===== src/rtl/display_scan_controller.sv =====
// Drives four common-anode MM:SS digits from one shared 7-segment decoder.
// A guard interval separates digits, and the displayed digits/error only change between frames.
module display_scan_controller #(
  parameter int SCAN_DIV     = 1000,
  parameter int GUARD_CYCLES = 16
) (
  input  logic        clock,
  input  logic        reset_n,
  input  logic        enable,
  input  logic        load,
  input  logic [15:0] digits_in,
  input  logic        error_in,
  input  logic        lz_en,
  output logic [3:0]  data,
  output logic [3:0]  select_n,
  output logic        frame_done,
  output logic        invalid
);

  localparam int MAX_CYCLES = (SCAN_DIV > GUARD_CYCLES) ? SCAN_DIV : GUARD_CYCLES;
  localparam int CW         = (MAX_CYCLES > 1) ? $clog2(MAX_CYCLES) : 1;

  typedef enum logic {GUARD, DRIVE} state_t;

  state_t       state_reg, state_next;
  logic [1:0]   index_reg, index_next;
  logic [CW-1:0] count_reg, count_next;
  logic [15:0]  pending_digits_reg;
  logic         pending_error_reg;
  logic [15:0]  active_digits_reg, active_digits_next;
  logic         active_error_reg, active_error_next;
  logic         boundary;
  logic [3:0]   digit_over;
  logic         err_mode_next;
  logic         blank_next;
  logic [3:0]   code_next;
  logic [3:0]   select_next;

  always_comb begin
    state_next         = state_reg;
    index_next         = index_reg;
    count_next         = count_reg + CW'(1);
    boundary           = 1'b0;
    active_digits_next = active_digits_reg;
    active_error_next  = active_error_reg;
    if (!enable) begin
      // Held dark; the active buffer tracks pending so a restart shows fresh data.
      state_next         = GUARD;
      index_next         = 2'd0;
      count_next         = '0;
      active_digits_next = pending_digits_reg;
      active_error_next  = pending_error_reg;
    end else begin
      case (state_reg)
        GUARD: begin
          if (count_reg == CW'(GUARD_CYCLES - 1)) begin
            state_next = DRIVE;
            count_next = '0;
          end
        end
        DRIVE: begin
          if (count_reg == CW'(SCAN_DIV - 1)) begin
            state_next = GUARD;
            count_next = '0;
            index_next = index_reg + 2'd1;
            if (index_reg == 2'd3) begin
              boundary           = 1'b1;
              active_digits_next = pending_digits_reg;
              active_error_next  = pending_error_reg;
            end
          end
        end
        default: begin
          state_next = GUARD;
          count_next = '0;
        end
      endcase
    end
  end

  generate
    for (genvar gi = 0; gi < 4; gi++) begin : g_over
      assign digit_over[gi] = (active_digits_next[4*gi +: 4] > 4'd9);
    end
  endgenerate

  assign err_mode_next = active_error_next | (|digit_over);
  assign blank_next    = lz_en & ~err_mode_next & (active_digits_next[15:12] == 4'd0);

  always_comb begin
    code_next = active_digits_next[{index_next, 2'b00} +: 4];
    if (err_mode_next) begin
      case (index_next)
        2'd3:    code_next = 4'b1100;
        2'd0:    code_next = 4'b1111;
        default: code_next = 4'b1110;
      endcase
    end
  end

  // Outputs are computed from next-state values so they register on the same edge as the FSM.
  always_comb begin
    select_next = 4'b1111;
    if (state_next == DRIVE && !(index_next == 2'd3 && blank_next)) begin
      select_next[index_next] = 1'b0;
    end
  end

  always_ff @(posedge clock or negedge reset_n) begin
    if (!reset_n) begin
      state_reg          <= GUARD;
      index_reg          <= 2'd0;
      count_reg          <= '0;
      pending_digits_reg <= 16'd0;
      pending_error_reg  <= 1'b0;
      active_digits_reg  <= 16'd0;
      active_error_reg   <= 1'b0;
      data               <= 4'd0;
      select_n           <= 4'b1111;
      frame_done         <= 1'b0;
      invalid            <= 1'b0;
    end else begin
      state_reg         <= state_next;
      index_reg         <= index_next;
      count_reg         <= count_next;
      active_digits_reg <= active_digits_next;
      active_error_reg  <= active_error_next;
      if (load) begin
        pending_digits_reg <= digits_in;
        pending_error_reg  <= error_in;
      end
      data       <= code_next;
      select_n   <= select_next;
      frame_done <= boundary;
      invalid    <= ~active_error_next & (|digit_over);
    end
  end

endmodule


===== config.mk =====
export PLATFORM = sky130hd
export DESIGN_NAME = display_scan_controller
export DESIGN_NICKNAME = d
export VERILOG_FILES = /design/src/rtl/display_scan_controller.sv
export SDC_FILE = /design/constraint.sdc
export NUM_CORES = 1
export LEC_CHECK = 0
export ABC_AREA = 1
export ABC_CLOCK_PERIOD_IN_PS = 2400
export CORE_ASPECT_RATIO = 1.75
export CORE_UTILIZATION = 55
export DETAILED_ROUTE_END_ITERATION = 10
export GPL_ROUTABILITY_DRIVEN = 0
export PLACE_DENSITY = 0.81
export RECOVER_POWER = 100
export SYNTH_ARGS = -nofsm -noshare
export SYNTH_HDL_FRONTEND = slang
export SYNTH_SLANG_ARGS = --single-unit

===== constraint.sdc =====
create_clock -name clock -period 2.4 [get_ports clock]
set_input_delay 0.48 -clock clock [delete_from_list [all_inputs] [get_ports clock]]
set_output_delay 0.48 -clock clock [all_outputs]
set_load 0.02 [all_outputs]

# Word-level counts from Yosys, hierarchy flattened
# Index checks and enable logic that the tools add are counted.
dict set report totals {
  wordCells 67
  regBits 57
  in_bits 22
  out_inout_bits 10
}
dict set report classes {
  eq_ne 4
  n_lt_le_gt_ge 6
  n_mux 28
  reduce_logical 7
  n_addsub 2
  bitwise_logic 8
  shifts 1
}
# op count
set op_table {}
lappend op_table {{$mux W16} 4}
lappend op_table {{$mux W10} 3}
lappend op_table {{$pmux W10 S2} 1}
lappend op_table {{$gt A4 B4 Y1 const B} 4}
lappend op_table {{$shiftx A16 B5 Y4} 1}
lappend op_table {{$mux W1} 12}
lappend op_table {{$add A10 B1 Y10 const B} 1}
lappend op_table {{$eq A10 B10 Y1 const B} 1}
lappend op_table {{$eq A10 B4 Y1 const B} 1}
lappend op_table {{$mux W4} 2}
lappend op_table {{$mux W2} 3}
lappend op_table {{$eq A2 B2 Y1 const B} 2}
lappend op_table {{$logic_not A4 Y1} 1}
lappend op_table {{$not A4 Y4} 1}
lappend op_table {{$pmux W2 S2} 1}
lappend op_table {{$reduce_or A4 Y1} 1}
lappend op_table {{$and A1 B1 Y1} 3}
lappend op_table {{$logic_and A1 B1 Y1} 3}
lappend op_table {{$lt A2 B3 Y1 const B} 1}
lappend op_table {{$not A1 Y1} 3}
lappend op_table {{$add A2 B1 Y2 const B} 1}
lappend op_table {{$demux W1 S2} 1}
lappend op_table {{$ge A2 B1 Y1 const B} 1}
lappend op_table {{$logic_not A2 Y1} 1}
lappend op_table {{other kinds (3)} 3}

# Depth between registers and ports, before layout
dict set report depth {
  ltp_word 15
  ltp_mapped 15
  ltp_nobuf 14
}

# Least setup slack after synthesis
# OpenSTA, ideal clock, no wires.
dict set report synth_path {
  path_kind {reg2reg}
  start {reg count_reg[0]}
  end {reg data[3]}
  setup_time_ps 128
  period_less_slack_ps 1836
  t_arrival_ps 1708
  stages_incl_launch_ff 15
  n_path_buf 1
  path_slack_ps 564
  t_required_ps 2272
  path_cell_list {dfrtp_1 -> ha_1 -> nand2_1 -> inv_2 -> nand4_4 -> nand2_4 -> buf_12 -> nand2_1 -> nand2_2 -> nand2_1 -> nand2_1 -> nor2_4 -> nand2_2 -> inv_2 -> nand3_2}
}
dict set report synth_via {
  elab_chain_len 8
  word_cells_on_any_way 18
  cone_classes {order compare (4); eq/ne (1); shift (1); mux (10); bitwise (1); reduce/logical (1)}
}
# item line
set synth_lines {}
lappend synth_lines {{from (decl)} 27} ;# logic [CW-1:0] count_reg, count_next;
lappend synth_lines {{from (signal assigned)} 125} ;# count_reg <= count_next;
lappend synth_lines {{$eq A10 B10 Y1 *} 62} ;# if (count_reg == CW'(SCAN_DIV - 1)) begin
lappend synth_lines {{$mux W16 *} 62}
lappend synth_lines {{$mux W16 *} 54} ;# case (state_reg)
lappend synth_lines {{$mux W16 *} 46} ;# if (!enable) begin
lappend synth_lines {{via active_digits_next[11]} 30} ;# logic [15:0] active_digits_reg, active_digits_next;
lappend synth_lines {{$gt A4 B4 Y1} 83} ;# assign digit_over[gi] = (active_digits_next[4*gi +: 4] > 4'd9);
lappend synth_lines {{$reduce_or A4 Y1} 87} ;# assign err_mode_next = active_error_next | (|digit_over);
lappend synth_lines {{$or A1 B1 Y1} 87}
lappend synth_lines {{$mux W4 *} 92} ;# if (err_mode_next) begin
lappend synth_lines {{via code_next[3]} 36} ;# logic [3:0] code_next;
lappend synth_lines {{to (signal assigned)} 132} ;# data <= code_next;
lappend synth_lines {{to (decl)} 14} ;# output logic [3:0] data,
# Mark *: on every way through the listed nets, which the timed path passes. The rest lies on a longest branch.
# A chain may end at the register's enable or synchronous reset.

# Worst setup path in the final report
dict set report layout_path {
  start {reg count_reg[0]}
  end {reg data[3]}
}
dict set report layout_via {
  elab_chain_len 8
  word_cells_on_any_way 18
  cone_classes {order compare (4); eq/ne (1); shift (1); mux (10); bitwise (1); reduce/logical (1)}
}
# item line
set layout_lines {}
lappend layout_lines {{$eq A10 B10 Y1 *} 62}
lappend layout_lines {{$mux W16} 62}
lappend layout_lines {{$mux W16} 54}
lappend layout_lines {{$mux W16} 46}
lappend layout_lines {{$gt A4 B4 Y1} 83}
lappend layout_lines {{$reduce_or A4 Y1} 87}
lappend layout_lines {{$or A1 B1 Y1} 87}
lappend layout_lines {{$mux W4 *} 92}
lappend layout_lines {{via code_next[3]} 36}
# Marked as above.

==> metrics.cfg <==
[status]
status = complete, no violations

[logic_synthesis]
synth-seq-cells = 57
synth_fp_nets = 308
postSynthCellCount = 284
synth.largest_area_cell = dfrtp_1
netlist_top_cells_area = dfrtp_1, nand2_1, inv_1, dfstp_2, nand3_1
syn_area_um2 = 2610
yosysWarnings = 0
netlist.area_leader.share = 0.508
seq_area_frac_synth = 0.549
yosys_most_used_dff = dfrtp_1
avgSynthCellArea_um2 = 9.19
synth_edf_count = 0
postSynth.asyncResetShare = 1.00
yosysUniqueCellTypes = 33

[detailed_routing]
drt_first_pass_iters = 4
drc = 0
via_per_inst = 5.30
drt-initial-drc-count = 38
vias = 2019
wl_per_cell_um = 14.4
drtAntennaViolNets = 0
wirelength_mm = 5.48

[setup_path]
end_kind = flip-flop
critPathMaxFanout = 17
crit_path_cell_trace = ha_1, nand2_1, inv_1, nand4_4, buf_4, nand3b_1, nand2_1, nand2_1, nand2_1, nand2_1, nor2_4, nand2_2, inv_2, nand3_2
cpMostUsedCell = nand2_1
cpMaxStageDelayCell = dfrtp_1
critPathKind = flip-flop to flip-flop
slowest_delay_ns = 0.42
critPathLaunchType = flip-flop
worstPathRequired_ns = 2.61
cp.arrival_ns = 2.39

[timing]
fin_skew_ns = 0.00633
min_period_ns = 2.18
worst_pin_slew_ns = 1.36
max_freq_mhz = 459
slew_viol_final = 0
finalSetupViolCount = 0
rsz0062_at_grt = false
relSlewSlack = 0.0957
hold_violations = 0
finalCritPeriodShare = 0.907
setup_tns_ns = 0

[placement]
place_area_um2 = 2980
placed_cells = 365
hpwl_mm = 4.04
portBuffers = 31

[clocking]
cts_buffers = 9
clkTransAtPathRegs_ns = 0.06
cts_tree = done
clockRootBuffer = clkbuf_8
clock_latency_ns = 0.33
ctsHoldBuffers = 0
clockBufferDepth = 2
cts_max_level = 3
cts_setup_buffers = 0
ctsResizeCount = 0
cts.sinks = 57

[final_layout]
multiInputGateArea_um2 = 982
syn_to_final_growth_pct = 22.0
nets = 349
layout_commonest_cell = nand2_1
n_antenna_cell = 0
regArea_um2 = 1430
nFillCells = 343
final_cells = 381
final_cell_mix = nand2_1, dfrtp_1, inv_1
stdcell_area_um2 = 3180
drive_gt1_frac = 0.152

[worst_hold_path]
hp-class = flip-flop to flip-flop

[pwr]
p_sw_frac = 0.236
switching_power_mw = 0.548
power.share.combinational = 0.116
p_int_mw = 1.78
pwr-share-seq = 0.456
p_per_area_nw_per_um2 = 732
p_leak_nw = 1.54
ir_drop_v = 0.000813
clockPowerShare = 0.428
power_mw = 2.33

[floorplanning]
coreArea_um2 = 4480
ios = 32
die_y_um = 93.1
dieArea_um2 = 5030
start_util = 0.582
die_w_um = 54.1
fp-row-count = 32

[grt]
grt_max_degree = 58
grt_usage = 0.271
grt_overflow = 0
antenna_found_initial = 0
grt_pass1_wl_mm = 9.45
grt_pass1_vias = 2125

[job]
drv_cap = 0

==> final timing paths <==
kind	from	endpoint	slack [ns]	cells after the start
worst max-delay path	count_reg[0]	data[3]	0.22	14
worst min-delay path	pending_digits_reg[0]	active_digits_reg[0]	0.50	2
worst max register to register	count_reg[0]	data[3]	0.22	14
worst min register to register	pending_digits_reg[0]	active_digits_reg[0]	0.50	2
max in group asynchronous	reset_n	active_digits_reg[6]	1.05	2
min in group asynchronous	reset_n	count_reg[3]	0.54	2
==> worst max-delay path, delay by kind of cell (launching register included) <==
family                     cells  cell delay (ns)
and+or+nand+nor               10             1.00
buffers and inverters          3             0.41
adders and majority gates      1             0.23
DFF                            1             0.42
==> through the flow <==
stage | utilization | setup WS, ns | hold WS, ns
finish | 0.710 | 0.223 | 0.495
CTS | 0.716 | 0.275 | 0.138
global placement | 0.665 | 0.173 | 0.471
floorplan | - | 0.564 | 0.184
global route | 0.710 | 0.0685 | 0.527
detailed placement | 0.665 | 0.103 | 0.491
==> routing by layer <==
layer / share of wire / global-route usage
met3: 0.029 / 0.0748
met5: 0 / 0
met2: 0.54 / 0.444
met1: 0.38 / 0.279
met4: 0.052 / 0.197
==> Yosys cell counts, types with 2 or more instances <==
cell type	instances
inv_1	33
mux2_2	8
a21oi_1	3
nand2_4	3
inv_2	3
nor3_1	3
ha_1	2
nand2_2	9
nand3_1	21
nand3b_1	7
nand2_1	77
clkbuf_1	3
buf_2	2
nor2_1	20
nor2_4	3
dfstp_2	4
nand4_1	3
xor2_1	3
dfrtp_1	53
o21ai_0	10
a22oi_1	2
==> kinds of logic after synthesis <==
| family | count (synthesis) | synth area share |
|---|---|---|
| multiplexers | 8 | 0.0345 |
| AO/OA/AOI/OAI | 19 | 0.0422 |
| flip-flops | 57 | 0.549 |
| adder cells (fa/ha/maj) | 2 | 0.00959 |
| AND/OR/NAND/NOR | 151 | 0.280 |
| XOR/XNOR | 4 | 0.0134 |
| buffers and inverters | 43 | 0.0719 |
==> power groups by stage <==
stage / combinational (mW) / clock, mW / sequential (mW)
final: 0.269 / 0.997 / 1.06
after global routing: 0.302 / 1.07 / 1.07
after CTS: 0.281 / 1.01 / 1.06
after detailed placement: 0.278 / 0 / 1.08
after global placement: 0.270 / 0 / 1.07
after floorplan: 0.158 / 0 / 1.08
==> cell type report <==
class	instances	share of cell area
multi-input cells	184	0.309
clock buffers	11	0.0476
inverters	36	0.0425
clock inverters	5	0.0244
repair buffers	37	0.107
well taps	51	0.0201
flip-flops and latches	57	0.450
Power figures use the tool's default switching activity.
